## src/rtl/da_seq_ctrl.sv

```systemverilog
// Bit-serial distributed-arithmetic sequencer: walks the three samples LSB-first,
// looks each bit slice up in an external table and accumulates y = sum 2^k*T(b_k).
module da_seq_ctrl #(
    parameter int W  = 8,
    parameter int YW = W + 3
) (
    input  logic                 clk,
    input  logic                 reset,
    input  logic                 start,
    input  logic signed [W-1:0]  x0,
    input  logic signed [W-1:0]  x1,
    input  logic signed [W-1:0]  x2,
    output logic [2:0]           table_in,
    input  logic signed [3:0]    table_out,
    output logic                 busy,
    output logic                 done,
    output logic signed [YW-1:0] y
);

    typedef enum logic {
        S_IDLE,
        S_RUN
    } state_t;

    state_t              r_state;
    state_t              w_next;
    logic [W-1:0]        r_cnt;
    logic [W-1:0]        r_sx0;
    logic [W-1:0]        r_sx1;
    logic [W-1:0]        r_sx2;
    logic [YW-1:0]       r_acc;
    logic [YW-1:0]       r_y;
    logic                r_done;
    logic                w_last;
    logic [YW-1:0]       w_ext;
    logic [YW-1:0]       w_term;
    logic [YW-1:0]       w_sum;

    assign w_last = (r_cnt == W'(W - 1));
    assign w_ext  = {{(YW - 4){table_out[3]}}, table_out};
    assign w_term = w_ext << r_cnt;
    // The sign-bit slice carries weight -2^(W-1), so it is subtracted.
    assign w_sum  = w_last ? (r_acc - w_term) : (r_acc + w_term);

    assign table_in = (r_state == S_RUN) ? {r_sx2[0], r_sx1[0], r_sx0[0]} : 3'b000;
    assign busy     = (r_state == S_RUN);
    assign done     = r_done;
    assign y        = r_y;

    always_ff @(posedge clk or negedge reset) begin
        if (!reset) begin
            r_state <= S_IDLE;
        end else begin
            r_state <= w_next;
        end
    end

    always_comb begin
        w_next = r_state;
        case (r_state)
            S_IDLE:  if (start) w_next = S_RUN;
            S_RUN:   if (w_last) w_next = S_IDLE;
            default: w_next = S_IDLE;
        endcase
    end

    always_ff @(posedge clk or negedge reset) begin
        if (!reset) begin
            r_cnt  <= '0;
            r_sx0  <= '0;
            r_sx1  <= '0;
            r_sx2  <= '0;
            r_acc  <= '0;
            r_y    <= '0;
            r_done <= 1'b0;
        end else if (r_state == S_IDLE) begin
            r_done <= 1'b0;
            if (start) begin
                r_sx0 <= x0;
                r_sx1 <= x1;
                r_sx2 <= x2;
                r_acc <= '0;
                r_cnt <= '0;
            end
        end else begin
            r_acc <= w_sum;
            r_sx0 <= r_sx0 >> 1;
            r_sx1 <= r_sx1 >> 1;
            r_sx2 <= r_sx2 >> 1;
            r_cnt <= r_cnt + W'(1);
            if (w_last) begin
                r_y    <= w_sum;
                r_done <= 1'b1;
            end
        end
    end

endmodule

```

## config.mk

```make
export PLATFORM = sky130hd
export DESIGN_NAME = da_seq_ctrl
export DESIGN_NICKNAME = d
export VERILOG_FILES = /design/src/rtl/da_seq_ctrl.sv
export SDC_FILE = /design/constraint.sdc
export NUM_CORES = 1
export LEC_CHECK = 0
export ABC_AREA = 1
export CAP_MARGIN = 30
export CORE_MARGIN = 3
export CORE_UTILIZATION = 50
export CTS_BUF_LIST = sky130_fd_sc_hd__clkbuf_4
export DETAILED_ROUTE_END_ITERATION = 8
export GPL_ROUTABILITY_DRIVEN = 0
export HOLD_SLACK_MARGIN = 0.03
export PLACE_DENSITY_LB_ADDON = 0.08
export SYNTH_ARGS = -nofsm -noshare
export SYNTH_HDL_FRONTEND = slang
export SYNTH_SLANG_ARGS = --single-unit
```

## constraint.sdc

```tcl
create_clock -name clk -period 4.1 [get_ports clk]
set_clock_uncertainty 0.15 [all_clocks]
set_input_delay 0.41 -clock clk [delete_from_list [all_inputs] [get_ports clk]]
set_output_delay 0.41 -clock clk [all_outputs]
set_load 0.01 [all_outputs]
```

-- Word-level counts from Yosys, hierarchy flattened
Cells that the tools add are included.
- add/sub/neg operators: 3
- shift-type cells: 1
- eq/ne operators: 2
- multiplexer cells: 17
- bitwise operators: 1
- reduce and logical (&&, ||, !) cells: 2
- operator list (operator ; count):
    $mux W8 ; 8
    $mux W11 ; 3
    $add A11 B11 Y11 ; 1
    $shl A11 B8 Y11 ; 1
    $sub A11 B11 Y11 ; 1
    $add A8 B1 Y8 const B ; 1
    $eq A8 B3 Y1 const B ; 1
    $mux W1 ; 4
    $mux W3 ; 1
    $ne A2 B1 Y1 const B ; 1
    $pmux W1 S2 ; 1
    $reduce_and A2 Y1 ; 1
    $reduce_bool A2 Y1 ; 1
    $not A1 Y1 ; 1
- register bits: 56
- bits of input ports: 31

-- Depth between registers and ports, before layout
- depth after elaboration: 4
- mapped depth: 24
- depth with buffers taken out: 24

-- Least setup slack after synthesis
No wires, ideal clock.
- path kind: reg-to-reg
- from: register r_cnt[7]
- to: register r_acc[9]
- setup time: 0.133 ns
- data required time: 3.817 ns
- stages on the path, launching flop included: 21
- period minus slack after synthesis: 3.150 ns
- arrival: 2.866 ns
- path buffers: 0
- path slack: 0.950 ns
- cells stage by stage: dfrtp_1 -> nor2_4 -> nand4_2 -> inv_1 -> nand2_1 -> nor2_1 -> inv_2 -> ha_1 -> nand2_1 -> nor3b_1 -> inv_1 -> ha_1 -> a21oi_1 -> o21ai_0 -> a21oi_1 -> o21ai_0 -> nand2_1 -> nand2_1 -> a21oi_1 -> xor2_1 -> o21ai_0
- longest elaborated chain between the ends: 4
- ends and longest elaborated chain (element ; line ; text):
    from (decl) ; 27 ; logic [W-1:0] r_cnt;
    from (signal assigned) ; 90 ; r_cnt <= r_cnt + W'(1);
    $shl A11 B8 Y11 ; 41 ; assign w_term = w_ext << r_cnt;
    $add A11 B11 Y11 / $sub A11 B11 Y11 (equally long branches) ; 43 ; assign w_sum = w_last ? (r_acc - w_term) : (r_acc + w_term);
    $mux W11 * ; 43 ;
    $mux W11 * ; 76 ; end else if (r_state == S_IDLE) begin
    to (signal assigned) ; 86 ; r_acc <= w_sum;
    to (decl) ; 31 ; logic [YW-1:0] r_acc;
Mark *: on every way between the ends. The rest lies on a longest branch, timed or not.
A chain may end at the register's enable or synchronous reset.

-- Worst setup path after layout
- from: register r_cnt[6]
- to: register r_acc[9]
Same word-level chain as after synthesis.

==> reports/qor.txt <==
====================================================================================
Element type at the critical path start                                     register
Total power consumption of the routed design                                3.408 mW
Worst-margin pin slew                                                      0.8372 ns
Ratio of final minimum period to clock period                                 89.22%
GRT overflow                                                                       0
CP endpoint kind                                                            register
Overall die area                                                            7580 um2
Worst endpoint required time                                                 4.23 ns
Placed cell count                                                                543
Final setup vio count                                                              0
CTS root buf                                                            sky130_fd_sc_hd__clkbuf_4
Count of input and output buffers                                                 46
Total of cells resized after clock tree synthesis                                  0
Final HPWL DP                                                                4987 um
Met2 GRT Util                                                                 31.12%
Initial Utilization                                                           53.59%
VDD IR-drop max                                                             545.1 uV
Total number of vias                                                            2820
Post-route setup TNS                                                            0 ns
Total wirelength of the detailed-routed design                               6974 um
Via count of the first global-routing pass                                      2714
CTS sink count                                                                    56
Number of warnings issued by yosys                                                 0
Number of register bits inferred by synthesis                                     56
Number of design rule violations left after detail routing                         0
Setup Fix Bufs, Post-CTS                                                           0
Status                                                                  finished, final reports clean
Static leakage                                                              1.917 nW
Max FO, Critical Path                                                              8
Tightest hold margin                                                       0.3375 ns
Multi-input gate area in the final layout                                   1662 um2
Net switching component of the power                                        1.630 mW
Part of the total power dissipated in sequential elements                      27.0%
Clock latency of the later-clocked register in the worst-skew pair           0.38 ns
Tot GR Track Use                                                              19.90%
Type of the setup path with the least slack                               reg -> reg
Detailed Route Iter0 Violations                                                  132
Synthesized net count                                                            476
Area used by sequential logic in the layout                                 1401 um2
Global Route met1 Usage                                                       28.30%
Global-route wire length before repair                                      12210 um
Number of I/O pins                                                                47
Horizontal die dimension                                                    87.07 um
CTS H-Tree Depth                                                                   2
Number of library cell types mapped by synthesis                                  36
Class of the tightest hold or removal check                               reg -> reg
Fraction of power consumed by the clock network                                 9.3%
Non-filler instance count after layout                                           552
Routing usage on met3                                                         3.690%
Gate Count Post-Synth                                                            432
Overall die height                                                          87.07 um
Total clock buffers created by CTS                                                 5
Number of antenna violations at the first check in global routing                  0
Final Hold Vio Count                                                               0
Longest Clk Path Bufs                                                              2
Max_slew headroom                                                             44.06%
Util after Layout                                                             63.76%
Setup slack at placement                                                   0.2144 ns
Final Slew Violations                                                              0
Share of layout cells above drive strength 1                                  8.595%
Maximum number of pins on one net before global-route repair                      57
Vias per Instance                                                              5.109
CTS tree                                                                       built
Shortest period the worst path allows                                       3.658 ns
Number of buffers inserted for hold repair after clock tree synthesis              1
Diode insertion count for antenna repair                                           0
Number of violations of the max-capacitance limit                                  0
Final Worst Setup Slack                                                    0.4420 ns
Switching Share                                                               47.82%
RSZ-0062 raised after global routing                                           false
Highest attainable clock frequency                                         273.4 MHz
Number of iterations in the first detailed-routing pass                            4
Data arrival time at the worst-slack endpoint                                3.79 ns
Internal power component                                                    1.778 mW
Remaining antenna violation count                                                  0
Clock slew at reported path FFs                                              0.18 ns
Sequential fraction of the synthesis area                                     42.65%
Busiest grt layer                                                               met2
Total number of placement rows                                                    28
Post-Synthesis Mean Instance Area                                          7.606 um2
Average wire per cell in the routed design                                  12.63 um
Core Region                                                                 6131 um2
Signed area change from the synthesized netlist to the final layout           18.96%
Mapped cell area                                                            3286 um2
Share of total power in combinational logic                                    63.7%
Placed Area                                                                 3815 um2
Post-route cell area                                                        3909 um2
Number of nets in the final layout                                               520
Fillcell total                                                                   557
Power Dens Cells                                                        871.8 nW/um2
====================================================================================
==> kinds of logic (layout without fill, tap and decap cells) <==
group,after synthesis,in the layout,synth area share (%)
xor gates and xnor gates,15,15,3.999
and+or+nand+nor,225,225,30.27
adders and majority gates,13,13,5.179
AOI/OAI and AO/OA,63,63,10.89
buffers and inverters,60,105,7.007
DFF,56,56,42.65
==> synthesized netlist by cell type, drive strengths merged <==
cell type	instances	share of area, %
a21oi	15	2.7
xnor2	3	0.80
dfrtp	56	43
fa	1	0.61
a32oi	1	0.27
clkinv	1	0.11
nor3b	1	0.23
nand4	9	1.9
buf	5	0.72
o21bai	1	0.23
nor3	5	0.91
o211ai	1	0.23
clkbuf	9	1.0
nand3	37	6.2
o22ai	1	0.19
o21ai	36	5.5
o31ai	1	0.23
a22oi	5	1.1
a31oi	2	0.38
nand2	155	18
or2	1	0.19
xor2	12	3.2
ha	12	4.6
nor2	17	2.6
inv	45	5.1
==> registers in the layout, indices dropped and copies added (netlist names) <==
| register | cells |
|---|---|
| busy | 1 |
| done | 1 |
| r_acc | 11 |
| r_cnt | 8 |
| r_sx0 | 8 |
| r_sx1 | 8 |
| r_sx2 | 8 |
| y | 11 |
==> power groups by stage <==
stage                     combinational (mW)  sequential, mW  clock [mW]
after global placement                  2.10           0.928           0
after global routing                    2.46           0.954       0.349
after floorplan                         1.60           0.929           0
final                                   2.17           0.921       0.315
after detailed placement                2.15           0.931           0
after CTS                               2.16           0.921       0.325
==> critical path: stages (launching register included) <==
cell and delay (ns):
sky130_fd_sc_hd__dfrtp_1 0.47, sky130_fd_sc_hd__nor2_4 0.20, sky130_fd_sc_hd__nand4_2 0.13, sky130_fd_sc_hd__inv_1 0.09, sky130_fd_sc_hd__nand2_1 0.07, sky130_fd_sc_hd__nor2_1 0.17
sky130_fd_sc_hd__inv_2 0.06, sky130_fd_sc_hd__ha_1 0.19, sky130_fd_sc_hd__nand2_1 0.10, sky130_fd_sc_hd__nor3b_1 0.20, sky130_fd_sc_hd__inv_1 0.07, sky130_fd_sc_hd__ha_1 0.33
sky130_fd_sc_hd__a21oi_1 0.24, sky130_fd_sc_hd__o21ai_0 0.10, sky130_fd_sc_hd__a21oi_1 0.23, sky130_fd_sc_hd__o21ai_0 0.19, sky130_fd_sc_hd__nand2_1 0.10, sky130_fd_sc_hd__nand2_1 0.05
sky130_fd_sc_hd__a21oi_1 0.15, sky130_fd_sc_hd__xor2_1 0.19, sky130_fd_sc_hd__o21ai_0 0.09
==> cells in the final DEF (no fill, tap or decap), types with 8 or more instances in the layout <==
| master | synthesis | layout |
|---|---|---|
| sky130_fd_sc_hd__o21ai_0 | 30 | 30 |
| sky130_fd_sc_hd__xor2_1 | 12 | 12 |
| sky130_fd_sc_hd__nand3_1 | 33 | 33 |
| sky130_fd_sc_hd__clkdlybuf4s50_1 | 0 | 45 |
| sky130_fd_sc_hd__inv_1 | 39 | 39 |
| sky130_fd_sc_hd__dfrtp_1 | 56 | 56 |
| sky130_fd_sc_hd__a21oi_1 | 13 | 13 |
| sky130_fd_sc_hd__nor2_1 | 10 | 9 |
| sky130_fd_sc_hd__nand4_1 | 8 | 8 |
| sky130_fd_sc_hd__ha_1 | 12 | 12 |
| sky130_fd_sc_hd__nand2_1 | 149 | 149 |
==> final timing paths <==
| kind | startpoint | cells after the start | endpoint | slack (ns) |
|---|---|---|---|---|
| max | r_cnt[6] | 20 | r_acc[9] | 0.44 |
| min | r_sx1[5] | 2 | r_sx1[4] | 0.34 |
| max reg2reg | r_cnt[6] | 20 | r_acc[9] | 0.44 |
| min reg2reg | r_sx1[5] | 2 | r_sx1[4] | 0.34 |
| max in group asynchronous | reset | 3 | y[2] | 2.82 |
| min in group asynchronous | reset | 3 | r_sx2[1] | 0.49 |
==> cell type report <==
| class | instances | area share (%) |
|---|---|---|
| clock inverters | 3 | 1.184 |
| repair buffers | 51 | 12.68 |
| well taps | 75 | 2.401 |
| multi-input cells | 316 | 42.51 |
| inverters | 46 | 4.417 |
| clock buffers | 5 | 0.9603 |
| flip-flops and latches | 56 | 35.85 |
==> layer usage <==
metal	up-vias	part of all wire (%)
met2	50	45
met5	-	0
met3	6	3.9
met4	0	0.80
met1	1276	50
li1	1488	-
Note: power is estimated with default switching activity, not from simulation.
